$ cat src/rtl/spi_frame_arbiter.sv
// Two-channel round-robin arbiter that sends each granted 16-bit word as two
// SPI bytes (MSB byte first), then idles GAP_CLKS cycles before acknowledging.
//
// state     | meaning
// ----------+----------------------------------------------------------
// IDLE      | no frame in flight, arbitrate between req0/req1
// SEND      | spi_start high for one cycle, spi_data holds current byte
// WAIT_LOW  | waiting for the transmitter to pull SS low
// WAIT_HIGH | waiting for SS to return high (byte finished)
// GAP       | inter-frame gap count, ack on the last count
module spi_frame_arbiter #(
   parameter int GAP_CLKS = 4,
   parameter int WORD_W   = 16
) (
   input  logic              clk,
   input  logic              reset,
   input  logic              req0,
   input  logic              req1,
   input  logic [WORD_W-1:0] word0,
   input  logic [WORD_W-1:0] word1,
   output logic              ack0,
   output logic              ack1,
   output logic              busy,
   output logic              spi_start,
   output logic [7:0]        spi_data,
   input  logic              spi_ss
);

   localparam int GAP_W = (GAP_CLKS > 1) ? $clog2(GAP_CLKS) : 1;
   localparam logic [GAP_W-1:0] GAP_LAST = GAP_W'(GAP_CLKS - 1);

   typedef enum logic [2:0] {
      IDLE,
      SEND,
      WAIT_LOW,
      WAIT_HIGH,
      GAP
   } state_t;

   state_t            state;
   logic              byte_idx;
   logic              cur_ch;
   logic              last_grant;
   logic [GAP_W-1:0]  gap_cnt;
   logic [7:0]        shadow_lo;

   logic              grant_ch;
   logic [WORD_W-1:0] grant_word;

   // Round-robin: on a tie the channel not served last wins.
   always_comb begin
      grant_ch = 1'b0;
      if (req0 && req1) begin
         grant_ch = ~last_grant;
      end else if (req1) begin
         grant_ch = 1'b1;
      end
   end

   assign grant_word = grant_ch ? word1 : word0;

   // The high byte goes straight to spi_data at grant; only the low byte
   // needs to be kept for the second SEND.
   always_ff @(posedge clk or posedge reset) begin
      if (reset) begin
         state      <= IDLE;
         byte_idx   <= 1'b0;
         cur_ch     <= 1'b0;
         last_grant <= 1'b1;
         gap_cnt    <= '0;
         shadow_lo  <= 8'h00;
         spi_start  <= 1'b0;
         spi_data   <= 8'h00;
         ack0       <= 1'b0;
         ack1       <= 1'b0;
         busy       <= 1'b0;
      end else begin
         spi_start <= 1'b0;
         ack0      <= 1'b0;
         ack1      <= 1'b0;
         case (state)
            IDLE: begin
               if (req0 || req1) begin
                  cur_ch    <= grant_ch;
                  shadow_lo <= grant_word[7:0];
                  spi_data  <= grant_word[WORD_W-1 -: 8];
                  byte_idx  <= 1'b0;
                  spi_start <= 1'b1;
                  busy      <= 1'b1;
                  state     <= SEND;
               end
            end
            SEND: begin
               state <= WAIT_LOW;
            end
            WAIT_LOW: begin
               if (!spi_ss) begin
                  state <= WAIT_HIGH;
               end
            end
            WAIT_HIGH: begin
               if (spi_ss) begin
                  if (!byte_idx) begin
                     byte_idx  <= 1'b1;
                     spi_data  <= shadow_lo;
                     spi_start <= 1'b1;
                     state     <= SEND;
                  end else begin
                     gap_cnt <= '0;
                     state   <= GAP;
                  end
               end
            end
            GAP: begin
               if (gap_cnt == GAP_LAST) begin
                  ack0       <= ~cur_ch;
                  ack1       <= cur_ch;
                  last_grant <= cur_ch;
                  busy       <= 1'b0;
                  state      <= IDLE;
               end else begin
                  gap_cnt <= gap_cnt + 1'b1;
               end
            end
            default: begin
               busy  <= 1'b0;
               state <= IDLE;
            end
         endcase
      end
   end

endmodule
$ cat config.mk
export PLATFORM = sky130hd
export DESIGN_NAME = spi_frame_arbiter
export DESIGN_NICKNAME = d
export VERILOG_FILES = /design/src/rtl/spi_frame_arbiter.sv
export SDC_FILE = /design/constraint.sdc
export NUM_CORES = 1
export LEC_CHECK = 0
export BUFFER_PORTS_ARGS = -buffer_cell sky130_fd_sc_hd__buf_2
export CAP_MARGIN = 40
export CORE_ASPECT_RATIO = 0.75
export CORE_MARGIN = 5
export CORE_UTILIZATION = 52
export DETAILED_ROUTE_END_ITERATION = 7
export GPL_TIMING_DRIVEN = 1
export MAX_ROUTING_LAYER = met4
export PLACE_DENSITY = 0.93
export SLEW_MARGIN = 20
export SYNTH_ARGS = -nofsm -noshare
export SYNTH_HDL_FRONTEND = slang
export SYNTH_SLANG_ARGS = --single-unit
$ cat constraint.sdc
create_clock -name clk -period 4.1 [get_ports clk]
set_clock_uncertainty 0.15 [all_clocks]
set_input_delay 0.205 -clock clk [delete_from_list [all_inputs] [get_ports clk]]
set_output_delay 0.205 -clock clk [all_outputs]
set_load 0.005 [all_outputs]
==> After elaboration in Yosys (flattened, before gate mapping) <==
Cells that the tools add are included.
{ "op_classes": {"addsub": 1, "multipliers": 0, "n_div": 0, "order_cmp": 0, "eq_ne": 12, "n_shift": 0, "mux": 31, "n_bitwise": 3, "reduce_logical": 13} }
{ "ops": {"columns": ["operator", "n"], "rows": [
  ["$mux 8", 3],
  ["$mux 16", 1],
  ["$pmux 8 s2", 1],
  ["$mux 3", 5],
  ["$pmux 3 s5", 1],
  ["$ne 2x2->1 const B", 7],
  ["$mux 1", 13],
  ["$reduce_and 4->1", 3],
  ["$eq 3x2->1 const B", 2],
  ["$mux 2", 3],
  ["$reduce_and 3->1", 2],
  ["$pmux 1 s2", 2],
  ["$pmux 2 s2", 1],
  ["$reduce_and 2->1", 2],
  ["$reduce_bool 2->1", 2],
  ["$eq 3x1->1 const B", 1],
  ["$eq 3x3->1 const B", 1],
  ["$logic_not 3->1", 1],
  ["$not 1->1", 3],
  ["$pmux 1 s3", 1],
  ["$reduce_or 3->1", 1],
  ["$add 2x1->2 const B", 1],
  ["$eq 2x2->1 const B", 1],
  ["$logic_and 1x1->1", 1],
  ["$logic_or 1x1->1", 1]
]} }
{ "word_totals": {"reg_bits": 28, "latchBits": 0, "mem_bits_rw": 0, "rom_bits": 0, "input_bits": 37, "output_inout_bits": 12, "elab_cells": 71, "mem_count": 0} }

==> Depth between registers and ports, before layout <==
Gate-level depths: netlist (run 1).
{ "logic_depth": {"word_depth": 5, "ltp_mapped": 6, "ltp_nobuf": 4} }

==> Least setup slack after synthesis (run 1) <==
No wires, ideal clock.
{ "synth_path": {"path_type": "reg2reg", "start": "register state[0]", "end": "register spi_data[0]", "setup_ns": 0.125, "arrival_time_ns": 1.254, "required_time_ns": 3.825, "slack_ns": 2.571, "stages_incl_launch_ff": 6, "path_buffers": 1, "period_less_slack_ns": 1.529, "path_cell_list": "dfrtp_1 nor2_2 o21ai_1 a21o_1 buf_6 mux2_4"} }
{ "synth_via": {"elab_chain_cells": 3, "elab_cells_between_ends": 8, "cone_classes": "eq/ne (4); mux (1); reduce/logical (3)"} }
{ "synth_lines": {"columns": ["element", "line", "source"], "rows": [
  ["from (decl)", "40", "state_t state;"],
  ["from (signal assigned)", "66", "state <= IDLE;"],
  ["from (signal assigned)", "90", "state <= SEND;"],
  ["from (signal assigned)", "94", "state <= WAIT_LOW;"],
  ["$eq 3x2->1 / $logic_not 3->1 (equally long branches)", "81", "case (state)"],
  ["$ne 2x2->1 (no line) / $reduce_bool 2->1 (equally long branches)", null, null],
  ["$reduce_and 4->1 (no line)", null, null],
  ["to (signal assigned)", "86", "spi_data <= grant_word[WORD_W-1 -: 8];"],
  ["to (signal assigned)", "105", "spi_data <= shadow_lo;"],
  ["to (decl)", "25", "output logic [7:0] spi_data,"]
]} }
Several ways; a longest one is shown, not always the timed one.
A chain may end at the register's enable or synchronous reset.

==> Worst setup path after layout (run 1) <==
{ "layout_path": {"start": "register state[0]", "end": "register shadow_lo[7]"} }
{ "layout_via": {"elab_chain_cells": 2} }
{ "layout_lines": {"columns": ["element", "line", "source"], "rows": [
  ["$logic_not 3->1", "81", null],
  ["$reduce_and 2->1 (no line)", null, null],
  ["to (signal assigned)", "85", "shadow_lo <= grant_word[7:0];"],
  ["to (decl)", "45", "logic [7:0] shadow_lo;"]
]} }
No other way between the ends.

==> results.md, run 1 <==
* Status: completed
* Mapped Nets at ~180
* Cell area after synthesis at 1390 µm²
* Worst Hold Class: in2reg
* Max Fclk at around 0.44 GHz
* H-tree depth at 1
* Total negative slack at 0 ns
* Crit start category: flip-flop
* Worst slew margin at 55.3%
* IO buf count at 48
* Post-Synth Simple-Gate Area at 19.1%
* Via Count at 1249
* Final net count at 246
* Reg2reg start: state[0]
* Least-Margin Pin Slew at 0.666 ns
* Num CTS Buffers at 3
* TritonCTS clock tree: built
* Maxcap violations at 0
* CP arrival at 2.41 ns
* Die area at ~3800 µm²
* Global-route usage over all layers at 19.2%
* Synth Area in Compound Gates at 14.5%
* Largest net degree at the start of global routing at 19
* Hold-critical path depth at 3
* Kind of critical path: reg2reg
* Die Span Y at 54.8 µm
* Maximum vdd drop at between 300 and 400 µV
* 1st-iter DRT viols at 111
* XOR/XNOR Fraction of Synth Area at 0%
* Ys Warns at 0
* Total net switching power at 0.420 mW
* R2r worst-path depth at 5
* Syn Inst Count at 144
* Crit-path max FO at 18
* Number of synthesized register bits at 28
* Post-Synth Adder-Cell Area at 0.898%
* Initial antenna violation count at 0
* Pint at 0.772 mW
* Fill cells at 205
* Area Overhead vs Synth at 32.8%
* Reg area at 702 µm²
* Largest family of logic cells by synthesized area: simple AND/OR/NAND/NOR gates
* Vias/cell at between 5 and 6
* First-pass GRT wire length at approximately 5.5 mm
* Final Critical Period at ~2.3 ns
* Final Hold Vio Count at 0
* Post-Route Utilization at 71.7%
* Worst-case clock buffer depth at 2
* Pleak at between 0.9 and 1 nW
* Clock power frac at between 10% and 20%
* Sequential area share after synthesis at about half
* Multiplexer share of the synthesized area at under 10%
* Setup crit start: state[0]
* CTS root buffer: clkbuf_4
* Vias in the first global route at 1188
* Starting Density at 54.0%
* DR DRC count at 0
* Flop pwr share at approximately 41%
* DP Wirelength at 2.57 mm
* Combinational power share at 47.6%
* Fin. max-slew vios at 0
* Pre-CTS setup slack at 2.27 ns
* Worst stage delay on the critical path at 0.57 ns
* Final global-route overflow total at 0
* Fraction of layout cells with a size suffix above 1 at roughly 33%
* Clock sink count at 28
* Core footprint at approximately 2600 µm²
* Power per Cell Area at 644 nW/µm²
* Synth cell types at 33
* Ant diodes at 0
* Setup Buffers After CTS at 0
* Worst-path clk slew at around 0.14 ns
* First-pass detailed-route iteration total at 4
* Switch share at between 30% and 40%
* Drt total wl at between 3 and 4 mm
* Commonest non-fill, non-tap cells in the layout: 48 x buf_2, 33 x nand2_1, 27 x dfrtp_1, 19 x nor2_1, 17 x dlygate4sd3_1
* WHS Endpoint: byte_idx
* Antenna-violating nets left at 0
* Die Wd at 69.8 µm
* Average wire per standard cell at 14.2 µm
* Final worst-path cycle share at ~56%
* Post_cts resized at 0
* Cell chain of the critical path: or2_1 > nor3_4 > nor2_1 > a31oi_1 > dlygate4sd3_1
* RSZ-0062 raised after global routing: no
* Worst skew pair latency at 0.33 ns
* Row count at 16
* Top Ports at 49
* Setup crit end kind: flip-flop
* Required time worst endpoint at approximately 4.2 ns
* Synth Area per Inst at 9.68 µm²
* Leading cell type in the layout, fill and taps excluded: buf_2
* Final setup fails at 0
* Reg2reg end: shadow_lo[7]
* DP Cell Count at ~220
* Final worst slack at approximately 1.8 ns
* R2R Setup Slk at 1.82 ns
* Slowest-stage cell, CP: dlygate4sd3_1
* Hold_sp: spi_ss
* Post-route insts no fill at 243
* Total power at 1.19 mW
* Gp weighted congestion at approximately 0.85
* Multi-input logic area at 612 µm²
-- Yosys cell counts, drive strengths merged --
| cell | n | share of area (%) |
|---|---|---|
| a21bo | 1 | 0.72 |
| a21boi | 1 | 0.81 |
| a21o | 2 | 1.1 |
| a21oi | 2 | 0.72 |
| a31oi | 16 | 7.2 |
| and3 | 1 | 0.45 |
| buf | 7 | 3.6 |
| dfrtp | 27 | 48 |
| dfstp | 1 | 1.9 |
| ha | 1 | 0.90 |
| inv | 8 | 2.2 |
| mux2 | 8 | 8.6 |
| mux2i | 1 | 0.72 |
| nand2 | 34 | 9.3 |
| nand3 | 1 | 0.36 |
| nand3b | 1 | 0.54 |
| nor2 | 20 | 5.6 |
| nor2b | 1 | 0.45 |
| nor3 | 2 | 1.5 |
| o21ai | 2 | 0.72 |
| o22ai | 2 | 0.90 |
| o31a | 1 | 0.63 |
| o32ai | 1 | 0.63 |
| o41ai | 1 | 1.2 |
| or2 | 2 | 0.90 |
-- kinds of logic after synthesis --
logic type	count (synthesis)
buffers and inverters	15
DFF	28
adders and majority gates	1
AOI/OAI and AO/OA	29
and+or+nand+nor	62
muxes	9
-- per-layer routing --
metal  track usage [%]  vias to the layer above  part of all wire, %  wire length (µm)
met3              4.22                        2                  7.2               246
met1              22.6                      588                   43              1470
met4              4.46                        0                 0.44                15
met2              34.5                       41                   50              1700
met5                 -                        -                    0                 0
li1                  -                      618                    -                 -
-- state kept, by name, summed over array words and instances, names as in the netlist, 2 cells and up --
register / flops
state: 3
shadow_lo: 8
spi_data: 8
gap_cnt: 2
-- layout make-up --
| cell class | count | share of cell area (%) |
|---|---|---|
| Clock buffer | 4 | 1.96 |
| Inverter | 8 | 1.62 |
| Multi-Input combinational cell | 101 | 33.1 |
| Sequential cell | 28 | 37.9 |
| Tap cell | 36 | 2.43 |
| Timing Repair Buffer | 66 | 23.0 |
-- power groups by stage --
stage	Combinational [mW]	Sequential, mW	Clock (mW)
after floorplan	0.380	0.474	0
after global placement	0.468	0.488	0
after detailed placement	0.492	0.493	0
after CTS	0.571	0.488	0.137
after global routing	0.634	0.506	0.147
final	0.568	0.489	0.136
-- timing repair --
item / 4_1_cts / 5_1_grt
hold buffers: 17 / 0
setup endpoints to repair: 0 / 0
hold endpoints to repair: 19 / 0
-- worst max path at each step --
stage                    to  slack [ns]
6_report       shadow_lo[7]        1.82
5_1_grt        shadow_lo[7]        1.61
4_1_cts        shadow_lo[3]        1.82
3_5_place_dp    spi_data[0]        2.27
3_3_place_gp    spi_data[0]        2.35
2_1_floorplan   spi_data[0]        2.57
-- critical path: cells and delay by family, from the launching register on --
kind                   cells  cell delay [ns]
and+or+nand+nor            3             0.91
AOI/OAI and AO/OA          1             0.16
DFF                        1             0.45
buffers and inverters      1             0.57
-- stage by stage --
stage | hold WS [ns] | cell area (µm²)
2_1_floorplan | 0.120 | 1390
3_3_place_gp | 0.273 | 1630
3_5_place_dp | 0.114 | 1640
4_1_cts | 0.00320 | 1850
5_1_grt | 0.0373 | 1850
6_report | 0.00663 | 1850
(Power assumes the default switching activity.)
==> inputs of run 2 (changes only) <==
--- a/config.mk
+++ b/config.mk
@@ -9,11 +9,11 @@
 export CAP_MARGIN = 40
 export CORE_ASPECT_RATIO = 0.75
 export CORE_MARGIN = 5
-export CORE_UTILIZATION = 52
+export CORE_UTILIZATION = 49
 export DETAILED_ROUTE_END_ITERATION = 7
 export GPL_TIMING_DRIVEN = 1
 export MAX_ROUTING_LAYER = met4
-export PLACE_DENSITY = 0.93
+export PLACE_DENSITY = 0.89
 export SLEW_MARGIN = 20
 export SYNTH_ARGS = -nofsm -noshare
 export SYNTH_HDL_FRONTEND = slang
==> constraint.sdc (replaced) <==
create_clock -name clk -period 2.3 [get_ports clk]
set_clock_uncertainty 0.15 [all_clocks]
set_input_delay 0.115 -clock clk [delete_from_list [all_inputs] [get_ports clk]]
set_output_delay 0.115 -clock clk [all_outputs]
set_load 0.005 [all_outputs]
==> results.md, run 2 (synthesis results as in run 1) <==
* Status: completed
* Least-Margin Pin Slew at 0.725 ns
* Final setup fails at 0
* Clock power frac at 12.5%
* Ant diodes at 0
* Total net switching power at 0.771 mW
* CTS root buffer: clkbuf_8
* Setup crit start: last_grant
* Final worst slack at roughly 0.17 ns
* Die Span Y at 56.2 µm
* Met2 Track Usage GR at 27.1%
* IO buf count at 48
* Worst-case clock buffer depth at 2
* Vias in the first global route at 1200
* Area Overhead vs Synth at 34.3%
* Global routing's busiest layer: met2
* Power per Cell Area at 1180 nW/µm²
* Vias/cell at 5.16
* First-pass GRT wire length at ~5.5 mm
* Final Critical Period at roughly 2.1 ns
* DP Wirelength at around 2.5 mm
* Fraction of layout cells with a size suffix above 1 at 32.7%
* H-tree depth at 1
* Die area at 4020 µm²
* Clock sink count at 28
* Switch share at 35.0%
* Via Count at 1258
* Reg2reg start: last_grant
* First-pass detailed-route iteration total at 4
* Initial antenna violation count at 0
* Cell chain of the critical path: a21bo_1 > nand2_1 > a31oi_1 > dlygate4sd3_1
* Slowest-stage cell, CP: dlygate4sd3_1
* DR DRC count at 0
* Global Route met3 Usage at 5.60%
* Combinational power share at a little under half
* Max Fclk at 0.469 GHz
* Maxcap violations at 0
* Fin. max-slew vios at 0
* Crit-path max FO at 17
* Core footprint at roughly 2700 µm²
* Worst stage delay on the critical path at 0.58 ns
* Row count at 16
* Flop pwr share at 39.6%
* Maximum vdd drop at about 650 µV
* Biggest regs: shadow_lo: 8 flops, spi_data: 8 flops, state: 3 flops
* Gp weighted congestion at 0.878
* 1st-iter DRT viols at 118
* Die Wd at 71.6 µm
* Setup crit end kind: flip-flop
* Global-route usage over all layers at 18.1%
* Routing usage on met1 at 23.8%
* Worst Hold Class: in2reg
* Starting Density at between 50% and 60%
* Num CTS Buffers at 3
* Total negative slack at 0 ns
* Hold_sp: spi_ss
* Pre-CTS setup slack at 0.506 ns
* Kind of critical path: reg2reg
* Final global-route overflow total at 0
* Worst skew pair latency at about 0.28 ns
* Average wire per standard cell at 14.3 µm
* Final worst-path cycle share at between 90% and 100%
* Top Ports at 49
* TritonCTS clock tree: built
* Commonest non-fill, non-tap cells in the layout: 48 x buf_2, 33 x nand2_1, 27 x dfrtp_1, 19 x nor2_1, 17 x dlygate4sd3_1
* RSZ-0062 raised after global routing: no
* Largest net degree at the start of global routing at 29
* Final net count at roughly 250
* Crit start category: flip-flop
* Antenna-violating nets left at 0
* Final Hold Vio Count at 0
* Worst slew margin at 51.4%
* Drt total wl at 3.49 mm
* Pleak at 0.946 nW
* Required time worst endpoint at 2.37 ns
* Leading cell type in the layout, fill and taps excluded: buf_2
* Worst-path clk slew at 0.09 ns
* Pint at 1.43 mW
* CP arrival at 2.20 ns
## run 2: cell types whose count changed in the layout (fill, tap and decap cells not counted), sizes merged
cell	change
buf	+1
## run 2: final timing paths
kind / to / slack [ns] / cells after the start
worst max-delay path: shadow_lo[4] / 0.17 / 4
worst min-delay path: byte_idx / 0.006 / 3
worst max register to register: shadow_lo[4] / 0.17 / 4
worst min register to register: ack0 / 0.29 / 1
max in group asynchronous: last_grant / 1.42 / 4
min in group asynchronous: ack0 / 0.28 / 4
## run 2: final cells by class
class	count	area [µm²]
inverters	8	30.0
clock buffers	4	45.0
multi-input cells	101	612
fillers	199	791
repair buffers	67	438
well taps	36	45.0
flip-flops and latches	28	702
## run 2: routing by layer
layer  vias up  share of wire, %  wire length [µm]
met5         -                 0                 0
met1       594                44              1540
li1        614                 -                 -
met3         6               7.6               264
met4         0               1.4                48
met2        44                47              1630
## run 2: repair_timing
action | CTS | global route
endpoints found under the setup margin | 0 | 8
endpoints found under the hold margin | 35 | 0
hold buffers | 17 | 0
resized for setup | 0 | 0
buffers inserted | 0 | 1
## run 2: worst max-delay path, delay by kind of cell (launching register included)
kind                   cells  cell delay [ns]
AND/OR/NAND/NOR            1             0.10
buffers and inverters      1             0.58
AO/OA/AOI/OAI              2             0.66
flip-flops                 1             0.56
## run 2: through the flow
stage | area, µm² | power (mW) | hold slack (ns) | utilization, % | cells
after detailed placement | 1640 | 1.75 | 0.0458 | 61.5 | 222
after global routing | 1870 | 2.35 | 0.0397 | 70.3 | 244
final | 1870 | 2.20 | 0.00551 | 70.3 | 244
after floorplan | 1390 | 1.52 | 0.0297 | - | 144
after CTS | 1850 | 2.15 | 0.00193 | 69.5 | 243
after global placement | 1640 | 1.71 | 0.0355 | 61.5 | 222
## run 2: power by group through the flow
| stage | clock, mW | combinational [mW] | sequential [mW] |
|---|---|---|---|
| after floorplan | 0 | 0.677 | 0.845 |
| after global placement | 0 | 0.839 | 0.867 |
| after detailed placement | 0 | 0.870 | 0.880 |
| final | 0.275 | 1.06 | 0.871 |
| after CTS | 0.275 | 1.01 | 0.869 |
| after global routing | 0.292 | 1.16 | 0.900 |
